==> config.mk <==
export PLATFORM = sky130hd
export DESIGN_NAME = pipe_stage_buffer
export DESIGN_NICKNAME = d
export VERILOG_FILES = /design/src/rtl/pipe_pkg.sv /design/src/rtl/pipe_stage_buffer_sat_counter.sv /design/src/rtl/pipe_stage_buffer.sv
export SDC_FILE = /design/constraint.sdc
export NUM_CORES = 1
export LEC_CHECK = 0
export CAP_MARGIN = 20
export CORE_AREA = 2 2 162 164
export DETAILED_ROUTE_END_ITERATION = 10
export DIE_AREA = 0 0 164 166
export PLACE_DENSITY = 0.68
export SLEW_MARGIN = 20
export SYNTH_ARGS = -nofsm -noshare
export SYNTH_HDL_FRONTEND = slang
export SYNTH_SLANG_ARGS = --single-unit
==> constraint.sdc <==
create_clock -name clock -period 5.9 [get_ports clock]
set_input_delay 1.475 -clock clock [delete_from_list [all_inputs] [get_ports clock]]
set_output_delay 1.475 -clock clock [all_outputs]
set_load 0.01 [all_outputs]
==> src/rtl/pipe_pkg.sv <==
// Shared constants and helpers for the inter-stage pipeline buffers.
package pipe_pkg;

    // Stall-vector bit index of each pipeline stage
    localparam int STG_PC  = 0;
    localparam int STG_IF  = 1;
    localparam int STG_ID  = 2;
    localparam int STG_EX  = 3;
    localparam int STG_MEM = 4;
    localparam int STG_WB  = 5;

    localparam int STALL_W_DEFAULT = 6;

    localparam int PAYLOAD_W_ID_EX  = 104;
    localparam int PAYLOAD_W_EX_MEM = 104;
    localparam int PAYLOAD_W_MEM_WB = 104;
    localparam int CARRY_W_ID_EX    = 66;
    localparam int CARRY_W_EX_MEM   = 66;
    localparam int CARRY_W_MEM_WB   = 66;

    // A bubble is a slot whose valid bit is clear and whose payload is all zero
    localparam logic BUBBLE_VALID = 1'b0;

    typedef enum logic [2:0] {
        ACT_RESET   = 3'd0,
        ACT_FLUSH   = 3'd1,
        ACT_BUBBLE  = 3'd2,
        ACT_ADVANCE = 3'd3,
        ACT_HOLD    = 3'd4
    } action_e;

    function automatic action_e decode_action(
        input logic reset,
        input logic flush,
        input logic up,
        input logic dn
    );
        if (reset)
            return ACT_RESET;
        else if (flush)
            return ACT_FLUSH;
        else if (!up)
            return ACT_ADVANCE;
        else if (!dn)
            return ACT_BUBBLE;
        else
            return ACT_HOLD;
    endfunction

endpackage

==> src/rtl/pipe_stage_buffer_sat_counter.sv <==
// Saturating up-counter with synchronous clear; tracks consecutive stall cycles.
module sat_counter #(
    parameter int W = 4
) (
    input  logic         clock,
    input  logic         reset,
    input  logic         clr,
    input  logic         inc,
    output logic [W-1:0] count
);

    always_ff @(posedge clock) begin
        if (reset || clr)
            count <= '0;
        else if (inc && (count != {W{1'b1}}))
            count <= count + 1'b1;
    end

endmodule

==> src/rtl/pipe_stage_buffer.sv <==
// Generic inter-stage pipeline register with flush, bubble insertion and stall monitor.
// Define PIPE_STAGE_STATS_EN to build the bubble/flush statistics counters.
module pipe_stage_buffer
    import pipe_pkg::*;
#(
    parameter int STALL_W   = STALL_W_DEFAULT,
    parameter int STAGE     = STG_EX,
    parameter int PAYLOAD_W = PAYLOAD_W_EX_MEM,
    parameter int CARRY_W   = CARRY_W_EX_MEM,
    parameter int HOLD_W    = 4,
    parameter int MAX_HOLD  = 0
) (
    input  logic                 clock,
    input  logic                 reset,
    input  logic [STALL_W-1:0]   stall,
    input  logic                 flush,
    input  logic                 in_valid,
    input  logic [PAYLOAD_W-1:0] in_payload,
    input  logic [CARRY_W-1:0]   in_carry,
    output logic                 out_valid,
    output logic [PAYLOAD_W-1:0] out_payload,
    output logic [CARRY_W-1:0]   out_carry,
    output logic [HOLD_W-1:0]    hold_count,
    output logic                 hold_timeout,
    output logic [31:0]          stat_bubbles,
    output logic [31:0]          stat_flushes
);

    if (STAGE >= STALL_W || STAGE < 0) begin : g_bad_stage
        $fatal(1, "pipe_stage_buffer: STAGE must index the stall vector");
    end
    if (PAYLOAD_W < 1) begin : g_bad_payload
        $fatal(1, "pipe_stage_buffer: PAYLOAD_W must be at least 1");
    end
    if (CARRY_W < 1) begin : g_bad_carry
        $fatal(1, "pipe_stage_buffer: CARRY_W must be at least 1");
    end
    if (MAX_HOLD < 0 || MAX_HOLD > (2 ** HOLD_W) - 1) begin : g_bad_hold
        $fatal(1, "pipe_stage_buffer: MAX_HOLD does not fit in HOLD_W bits");
    end

    logic    up;
    logic    dn;
    action_e act;
    logic    hold_clr;
    logic    unused_stall;

    assign up = stall[STAGE];

    // The last stage has no downstream consumer, so a stall there always drains into a bubble
    if (STAGE == STALL_W - 1) begin : g_dn_last
        assign dn = 1'b0;
    end else begin : g_dn_next
        assign dn = stall[STAGE+1];
    end

    assign unused_stall = ^stall;

    assign act = decode_action(reset, flush, up, dn);

    always_ff @(posedge clock) begin
        case (act)
            ACT_RESET, ACT_FLUSH: begin
                out_valid   <= 1'b0;
                out_payload <= '0;
                out_carry   <= '0;
            end
            ACT_BUBBLE: begin
                out_valid   <= BUBBLE_VALID;
                out_payload <= '0;
                out_carry   <= in_carry;
            end
            ACT_ADVANCE: begin
                out_valid   <= in_valid;
                out_payload <= in_payload;
                out_carry   <= '0;
            end
            ACT_HOLD: begin
                out_carry   <= in_carry;
            end
            default: begin
                out_valid   <= 1'b0;
                out_payload <= '0;
                out_carry   <= '0;
            end
        endcase
    end

    assign hold_clr = (act == ACT_FLUSH) || (act == ACT_ADVANCE);

    sat_counter #(
        .W(HOLD_W)
    ) u_hold (
        .clock (clock),
        .reset (reset),
        .clr   (hold_clr),
        .inc   (up),
        .count (hold_count)
    );

    if (MAX_HOLD == 0) begin : g_no_timeout
        assign hold_timeout = 1'b0;
    end else begin : g_timeout
        assign hold_timeout = (hold_count >= HOLD_W'(MAX_HOLD));
    end

`ifdef PIPE_STAGE_STATS_EN
    logic [31:0] bubbles_q;
    logic [31:0] flushes_q;

    always_ff @(posedge clock) begin
        if (act == ACT_RESET) begin
            bubbles_q <= '0;
            flushes_q <= '0;
        end else begin
            if (act == ACT_BUBBLE)
                bubbles_q <= bubbles_q + 32'd1;
            if (act == ACT_FLUSH)
                flushes_q <= flushes_q + 32'd1;
        end
    end

    assign stat_bubbles = bubbles_q;
    assign stat_flushes = flushes_q;
`else
    assign stat_bubbles = 32'd0;
    assign stat_flushes = 32'd0;
`endif

endmodule

==> impl_metrics.yaml <==
floorplan:
  num_rows: 59
  core_region_area_mm2: 0.02562
  io_pins: 420
  initial_core_util: 0.2487
  dieWidth_um: 164
  die-area_mm2: 0.02722
  die_y_um: 166
global_routing:
  grt_pass1_wl_um: 24970
  grt_usage: 0.1240
  grt_pass1_vias: 4178
  grt_max_degree: 106
  overflow: 0
  antenna_found_initial: 0
placed_design:
  hpwlAfterDp_um: 13010
  post-place-ws_ns: 2.017
  placed_area_mm2: 0.009973
  numPortBuffers: 350
  routabilityCongestion: 0.7563
setup_path:
  required_ns: 5.95
  worstSetupStartpointType: "input pin"
  startpoint: "stall[3]"
  end_kind: "flip-flop"
  cp_max_fo: 56
  crit_type: "input pin to flip-flop"
  arrival_ns: 3.47
  rr_startpoint: "u_hold.count[0]"
timing:
  fin_crit_sh: 0.5784
  fin_skew_ns: 0.0007779
  period_minus_slack_ns: 3.413
  finalWorstSetupSlack_ns: 2.487
  final-max-slew-violation-count: 0
  tightest_slew_ns: 0.8652
  fmax_mhz: 293.0
  hold_viol_final: 0
  slew_headroom: 0.4232
  tns_ns: 0
  rsz0062_at_grt: "false"
  setup_violations: 0
pwr:
  pwr-share-comb: 0.110
  ir_drop_mv: 0.1460
  seqPwrFrac: 0.487
  internal_power_uw: 2135
  power_uw: 2777
  powerDensity_mw_per_mm2: 263.1
  p_clk_frac: 0.403
  p_leak_uw: 0.004166
  p_sw_frac: 0.2311
  p_switching_uw: 642.0
yosys:
  synth.top_cell.area_share: 0.4950
  ys_warn_count: 0
  synth_top_area_cell: "edfxtp_1"
  syn_area_per_cell_um2: 14.19
  ys_ff_latch: 175
  syn_inst: 449
  netlist_top_cells_count: "and2_1 (171), edfxtp_1 (105), dfxtp_1 (70)"
  synthTopCellsByArea: "edfxtp_1 (49%), dfxtp_1 (22%), and2_1 (17%)"
  synth.most_common_cell: "and2_1"
  synth_seq_area_share: 0.7150
  synthArstFlopShare: 0
  synth_top_flop_cell: "edfxtp_1"
  synth_edf_count: 105
  synth_cell_types: 25
  synth_area_mm2: 0.006370
finish:
  post_route_cells_drive_above_1_share: 0.04785
  n_fill_cell: 2398
  ff_latch_area_mm2: 0.004554
  multiInputGateArea_mm2: 0.001470
  area_growth_pct: 65.72
  final_nets: 983
  diodes: 0
  fin_area_mm2: 0.01056
worst_hold_path:
  worstHoldPathType: "flip-flop to flip-flop"
  hp-start: "u_hold.count[0]"
detailed_routing:
  wire_per_inst_um: 15.15
  drtIter0Drc: 171
  vias_per_cell: 3.760
  routed_wl_um: 17430
  final_antenna_net_count: 0
  drcViolationCount: 0
  dr.pass1.iters: 4
  via_count: 4324
clock_network:
  clockBufferDepth: 2
  cts_tree: "yes"
  hold_buffers: 0
  postCtsSetupBuffers: 0
  post_cts_resize_count: 0
  root_buffer: "clkbuf_16"
  numCtsBuffers: 17
  cts_max_level: 4
  path_clk_slew_ns: 0.07
  worstSkewPairLatency_ns: 0.41
  cts_sinks: 175
run_status:
  outcome: "finished, final reports clean"
flow_run:
  maxCapViolCount: 0
## layout by cell type (no fill, tap or decap), types with 2 or more instances in the layout
master / instances
clkdlybuf4s50_1: 350
and2_1: 171
edfxtp_1: 105
dfxtp_1: 70
conb_1: 65
clkbuf_16: 17
inv_8: 4
clkinvlp_4: 3
buf_4: 3
nand3_1: 2
a31o_2: 2
inv_6: 2
clkinv_4: 2
## cells by family (layout without fill, tap and decap cells)
logic type	after synthesis	count (layout)	synth area share
buffers and inverters	84	386	0.09310
AOI/OAI and AO/OA	5	5	0.006482
other	1	65	0.0005887
adders and majority gates	1	1	0.001964
DFF	175	175	0.7150
and+or+nand+nor	183	183	0.1829
## sequential cells by signal, indices dropped and copies added, names as in the netlist
| name | count |
|---|---|
| out_carry | 66 |
| out_payload | 104 |
| u_hold.count | 4 |
| out_valid | 1 |
## layout make-up
| class | count | area share |
|---|---|---|
| well taps | 335 | 0.03971 |
| multi-input cells | 254 | 0.1393 |
| clock buffers | 18 | 0.04065 |
| inverters | 1 | 0.0003556 |
| repair buffers | 353 | 0.3340 |
| clock inverters | 14 | 0.01458 |
| flip-flops and latches | 175 | 0.4314 |
## worst max-delay path, cell delays in order
cell	delay, ns
clkdlybuf4s50_1	0.51
nor3b_4	0.22
nand2_4	0.57
buf_4	0.63
## layer usage
metal	routed length [µm]	vias to the layer above	GRT usage
li1	-	2049	-
met1	6240	2008	0.1262
met2	8778	257	0.2232
met3	2215	10	0.05769
met4	191	0	0.03890
met5	0	-	0
## power by group through the flow
stage | combinational (µW) | clock, µW | sequential, µW
after floorplan | 86.6 | 0 | 1410
after global placement | 305 | 0 | 1380
after detailed placement | 306 | 0 | 1380
after CTS | 308 | 1170 | 1350
after global routing | 326 | 1210 | 1360
final | 305 | 1120 | 1350
## metrics by stage
stage | instances | hold WS, ns | util
global placement | 1118 | 0.5569 | 0.3893
finish | 1150 | 0.5799 | 0.4121
CTS | 1150 | 0.5794 | 0.4121
detailed placement | 1118 | 0.5659 | 0.3893
global route | 1150 | 0.6390 | 0.4121
floorplan | 513 | 0.5598 | -
## final timing paths
check	depth (start not counted)	endpoint	slack [ns]
setup / recovery	4	out_payload[92]	2.49
hold reg to reg	2	u_hold.count[0]	0.58
hold / removal	2	u_hold.count[0]	0.58
setup reg to reg	3	u_hold.count[1]	4.72
Note: power is estimated with default switching activity, not from simulation.
==> edit 1: new RTL, same flow settings <==
Add a define of `PIPE_STAGE_STATS_EN`.
--- a/src/rtl/pipe_stage_buffer.sv
+++ b/src/rtl/pipe_stage_buffer.sv
@@ -1,5 +1,7 @@
 // Generic inter-stage pipeline register with flush, bubble insertion and stall monitor.
 // Define PIPE_STAGE_STATS_EN to build the bubble/flush statistics counters.
+`define PIPE_STAGE_STATS_EN
+
 module pipe_stage_buffer
     import pipe_pkg::*;
 #(
Function: changed (a bounded check fails within 4 cycles, from zero or initial values).
==> edit 1 against the unedited design <==
Final area grew 36%. Total power grew 42%. Largest power group is now the clock network. Synthesized area grew 39%. Routed wire length grew 56%. Sequential cell count grew 64. Utilization grew 15 points. Highest routed layer is now met5. Setup slack lost 0.46 ns. Die area is the same. Synthesized cell count grew 67%.
==> edit 1: results <==
[clock_network]
cts_setup_buffers = 0
htreeDepth = 1
clk_path_buf_depth = 3
clock_latency_ns = 0.54
cts_buffers = 27
post_cts_resized = 0

[sta]
worst_pin_slew_ns = 0.8642
clock-skew-final_ns = 0.008473
finalCritPeriodShare_pct = 65.68

[worst_setup_path]
arrival_ns = 4.34
cp-startpoint = "flush"
rr_startpoint = "stat_bubbles[0]"
worstPathMaxFanout = 19
slowest_delay_ns = 0.83
cp_slowest_cell = "or4_1"

[detailed_routing]
vias_per_cell = 4.845
initialDrtViolationCount = 445
avgRoutedWirePerCell_um = 18.05

[synthesis]
synth_edf_count = 105
synth.cells.most_frequent = "dfxtp_1, and2_1, edfxtp_1, and3_1, a21oi_1"
async_flop_share_pct = 0
yosysUniqueCellTypes = 38
synth_seq_area_share_pct = 65.75
ys_top_cells_by_area = "edfxtp_1, dfxtp_1, and2_1, and3_1, a21oi_1"
synth_ff_type = "dfxtp_1"

[global_route]
grt_pass1_vias = 7006
use_met3_pct = 6.494
met1_usage_pct = 21.26
use_met2_pct = 33.63
grt_use_total_pct = 19.10
antenna_found_initial = 2
grt_pass1_wl_um = 40660

[place]
place_hpwl_um = 19850
io_buffer_count = 414
place_congestion = 0.8129

[layout]
fin_nets = 1337
top_regs = "out_payload: 104 flops, out_carry: 66 flops"
drive_above_1_share_pct = 5.872

[power]
vdd_drop_max_mv = 0.2433
p_leak_nw = 5.431

[hold_path]
worstHoldStart = "stat_bubbles[29]"

[run_status]
status = "finished clean"
edit 1: cell type report:
type	instances	area (µm²)
Inverter	10	37.54
Timing Repair Buffer	421	4187
Tap cell	335	419.2
Clock inverter	17	200.2
Clock buffer	33	803.3
Sequential cell	239	5836
Multi-Input combinational cell	455	2836
Fill cell	2145	11300
edit 1: final timing paths:
| check | cells after the start | slack (ns) | endpoint |
|---|---|---|---|
| setup / recovery | 6 | 2.02 | stat_bubbles[28] |
| hold / removal | 2 | 0.50 | stat_bubbles[29] |
| setup reg to reg | 5 | 3.59 | stat_bubbles[28] |
| hold reg to reg | 2 | 0.50 | stat_bubbles[29] |
edit 1: cell families after synthesis:
logic type               after synthesis  synth area share (%)
AO/OA/AOI/OAI                         80                 5.187
other                                  1               0.04225
adder cells (fa/ha/maj)                3                0.4229
buffers and inverters                 57                 2.580
XOR/XNOR                              20                 1.974
multiplexers                           7                0.8739
AND/OR/NAND/NOR                      344                 23.17
flip-flops                           239                 65.75
edit 1: stage by stage:
step	cell area [µm²]	worst slack, ns	cells	util, %	hold WS (ns)
2_1_floorplan	8876	0.1744	751	-	0.5038
3_3_place_gp	13320	1.530	1460	51.98	0.4754
3_5_place_dp	13320	1.467	1460	51.98	0.4910
4_1_cts	14320	2.051	1510	55.90	0.5045
5_1_grt	14320	1.926	1510	55.90	0.5327
6_report	14320	2.025	1510	55.90	0.5004
edit 1: metal layers:
layer	vias up	wire [µm]
li1	3510	-
met1	3475	10260
met2	270	13420
met3	57	2623
met4	4	931
met5	-	23
edit 1: where the power goes:
group	internal [mW]	total, mW	switching, mW
Sequential	1.77	1.79	0.0160
Clock	1.12	1.83	0.710
Combinational	0.203	0.320	0.118
edit 1: worst max-delay path, delay by kind of cell:
family,cells,cell delay [ns]
AOI/OAI and AO/OA,1,0.14
buffers and inverters,2,0.58
and+or+nand+nor,3,2.13
==> edit 2: new RTL, same flow settings <==
Made on the original files. Register the output `hold_count`, without a reset; this adds one clock of latency there. The other outputs are not delayed to match.
--- a/src/rtl/pipe_stage_buffer.sv
+++ b/src/rtl/pipe_stage_buffer.sv
@@ -25,6 +25,8 @@
     output logic [31:0]          stat_bubbles,
     output logic [31:0]          stat_flushes
 );
+
+    logic [HOLD_W-1:0] hold_count_d;
 
     if (STAGE >= STALL_W || STAGE < 0) begin : g_bad_stage
         $fatal(1, "pipe_stage_buffer: STAGE must index the stall vector");
@@ -95,13 +97,13 @@
         .reset (reset),
         .clr   (hold_clr),
         .inc   (up),
-        .count (hold_count)
+        .count (hold_count_d)
     );
 
     if (MAX_HOLD == 0) begin : g_no_timeout
         assign hold_timeout = 1'b0;
     end else begin : g_timeout
-        assign hold_timeout = (hold_count >= HOLD_W'(MAX_HOLD));
+        assign hold_timeout = (hold_count_d >= HOLD_W'(MAX_HOLD));
     end
 
 `ifdef PIPE_STAGE_STATS_EN
@@ -127,5 +129,9 @@
     assign stat_flushes = 32'd0;
 `endif
 
+    always_ff @(posedge clock) begin
+        hold_count <= hold_count_d;
+    end
+
 endmodule
 
Function: changed (a bounded check fails within 4 cycles, from zero or initial values).
==> edit 2 against the unedited design <==
Cell count increased by 0.43%. Total power increased by 2.8%. Final area increased by 1.1%. Routed wire length increased by 2.2%. Setup slack improved by 0.14 ns. Sequential cell count increased by 4. Synthesized area increased by 1.3%. Largest cell class unchanged.
==> edit 2: results <==
[run_status]
status = "finished clean"

[sta]
clock-skew-final_ns = 0.003618
slew_headroom_pct = 41.49

[synthesis]
synth_seq_area_share_pct = 71.84
synth.cells.most_frequent = "and2_1, edfxtp_1, dfxtp_1, buf_4, clkbuf_1"
ys_top_cells_by_area = "edfxtp_1, dfxtp_1, and2_1, buf_4, buf_6"
yosysUniqueCellTypes = 24

[detailed_routing]
vias_per_cell = 3.770
wl_um = 17820

[layout]
top_regs = "out_payload: 104 flops, out_carry: 66 flops"
fillers = 2405
multi_input_area_um2 = 1471
drive_above_1_share_pct = 5.000

[place]
placed_area_um2 = 10060
place_congestion = 0.7788

[global_route]
grt_pass1_wl_um = 24940
grt_use_total_pct = 12.43
antenna_found_initial = 2

[worst_setup_path]
arrival_ns = 3.37
slowest_delay_ns = 0.61
cp_slowest_cell = "nand2_4"

[hold_path]
worstHoldStart = "u_hold.count[1]"
holdPathStages = 0

[power]
p_leak_nw = 4.220
vdd_drop_max_mv = 0.1276
==> edit 2: cell type report <==
class	instances	area share, %
Multi-Input combinational cell	254	13.79
Sequential cell	179	43.44
Tap cell	335	3.929
Clock buffer	17	3.988
Inverter	1	0.03519
Timing Repair Buffer	354	33.12
Clock inverter	15	1.689
==> edit 2: worst max-delay path by stage <==
stage,startpoint,to,slack (ns),cells past startpoint
floorplan,flush,out_payload[0],1.30,3
global placement,stall[3],out_payload[31],2.18,4
detailed placement,stall[3],out_payload[37],2.16,4
CTS,stall[3],out_payload[37],2.62,4
global route,stall[3],out_payload[28],2.48,4
finish,stall[3],out_payload[37],2.63,4
==> edit 2: metrics by stage <==
stage / hold slack (ns) / setup WS, ns / std cells
2_1_floorplan: 0.3761 / 1.297 / 517
3_3_place_gp: 0.4008 / 2.184 / 1123
5_1_grt: 0.4176 / 2.481 / 1155
4_1_cts: 0.4159 / 2.622 / 1155
3_5_place_dp: 0.4092 / 2.157 / 1123
6_report: 0.4150 / 2.632 / 1155
==> edit 2: power by group through the flow <==
stage               clock network (mW)  logic (mW)  registers [mW]
finish                            1.17       0.307            1.38
global route                      1.26       0.327            1.39
CTS                               1.21       0.310            1.38
detailed placement                   0       0.309            1.41
global placement                     0       0.308            1.41
floorplan                            0      0.0866            1.44
==> edit 2: logic make-up after synthesis <==
logic type      after synthesis  share of synthesized area, %
compound gates                5                        0.6400
fa+ha+maj                     1                        0.1939
buf+inv                      84                         9.193
flops                       179                         71.84
other cells                   1                       0.05813
simple gates                183                         18.08
==> edit 2: metal layers <==
layer	vias up	global-route usage, %	share of wire, %
met5	-	0	0
met4	0	3.547	1.0
met3	10	6.144	12
met2	263	22.60	52
met1	2017	12.38	35
li1	2064	-	-
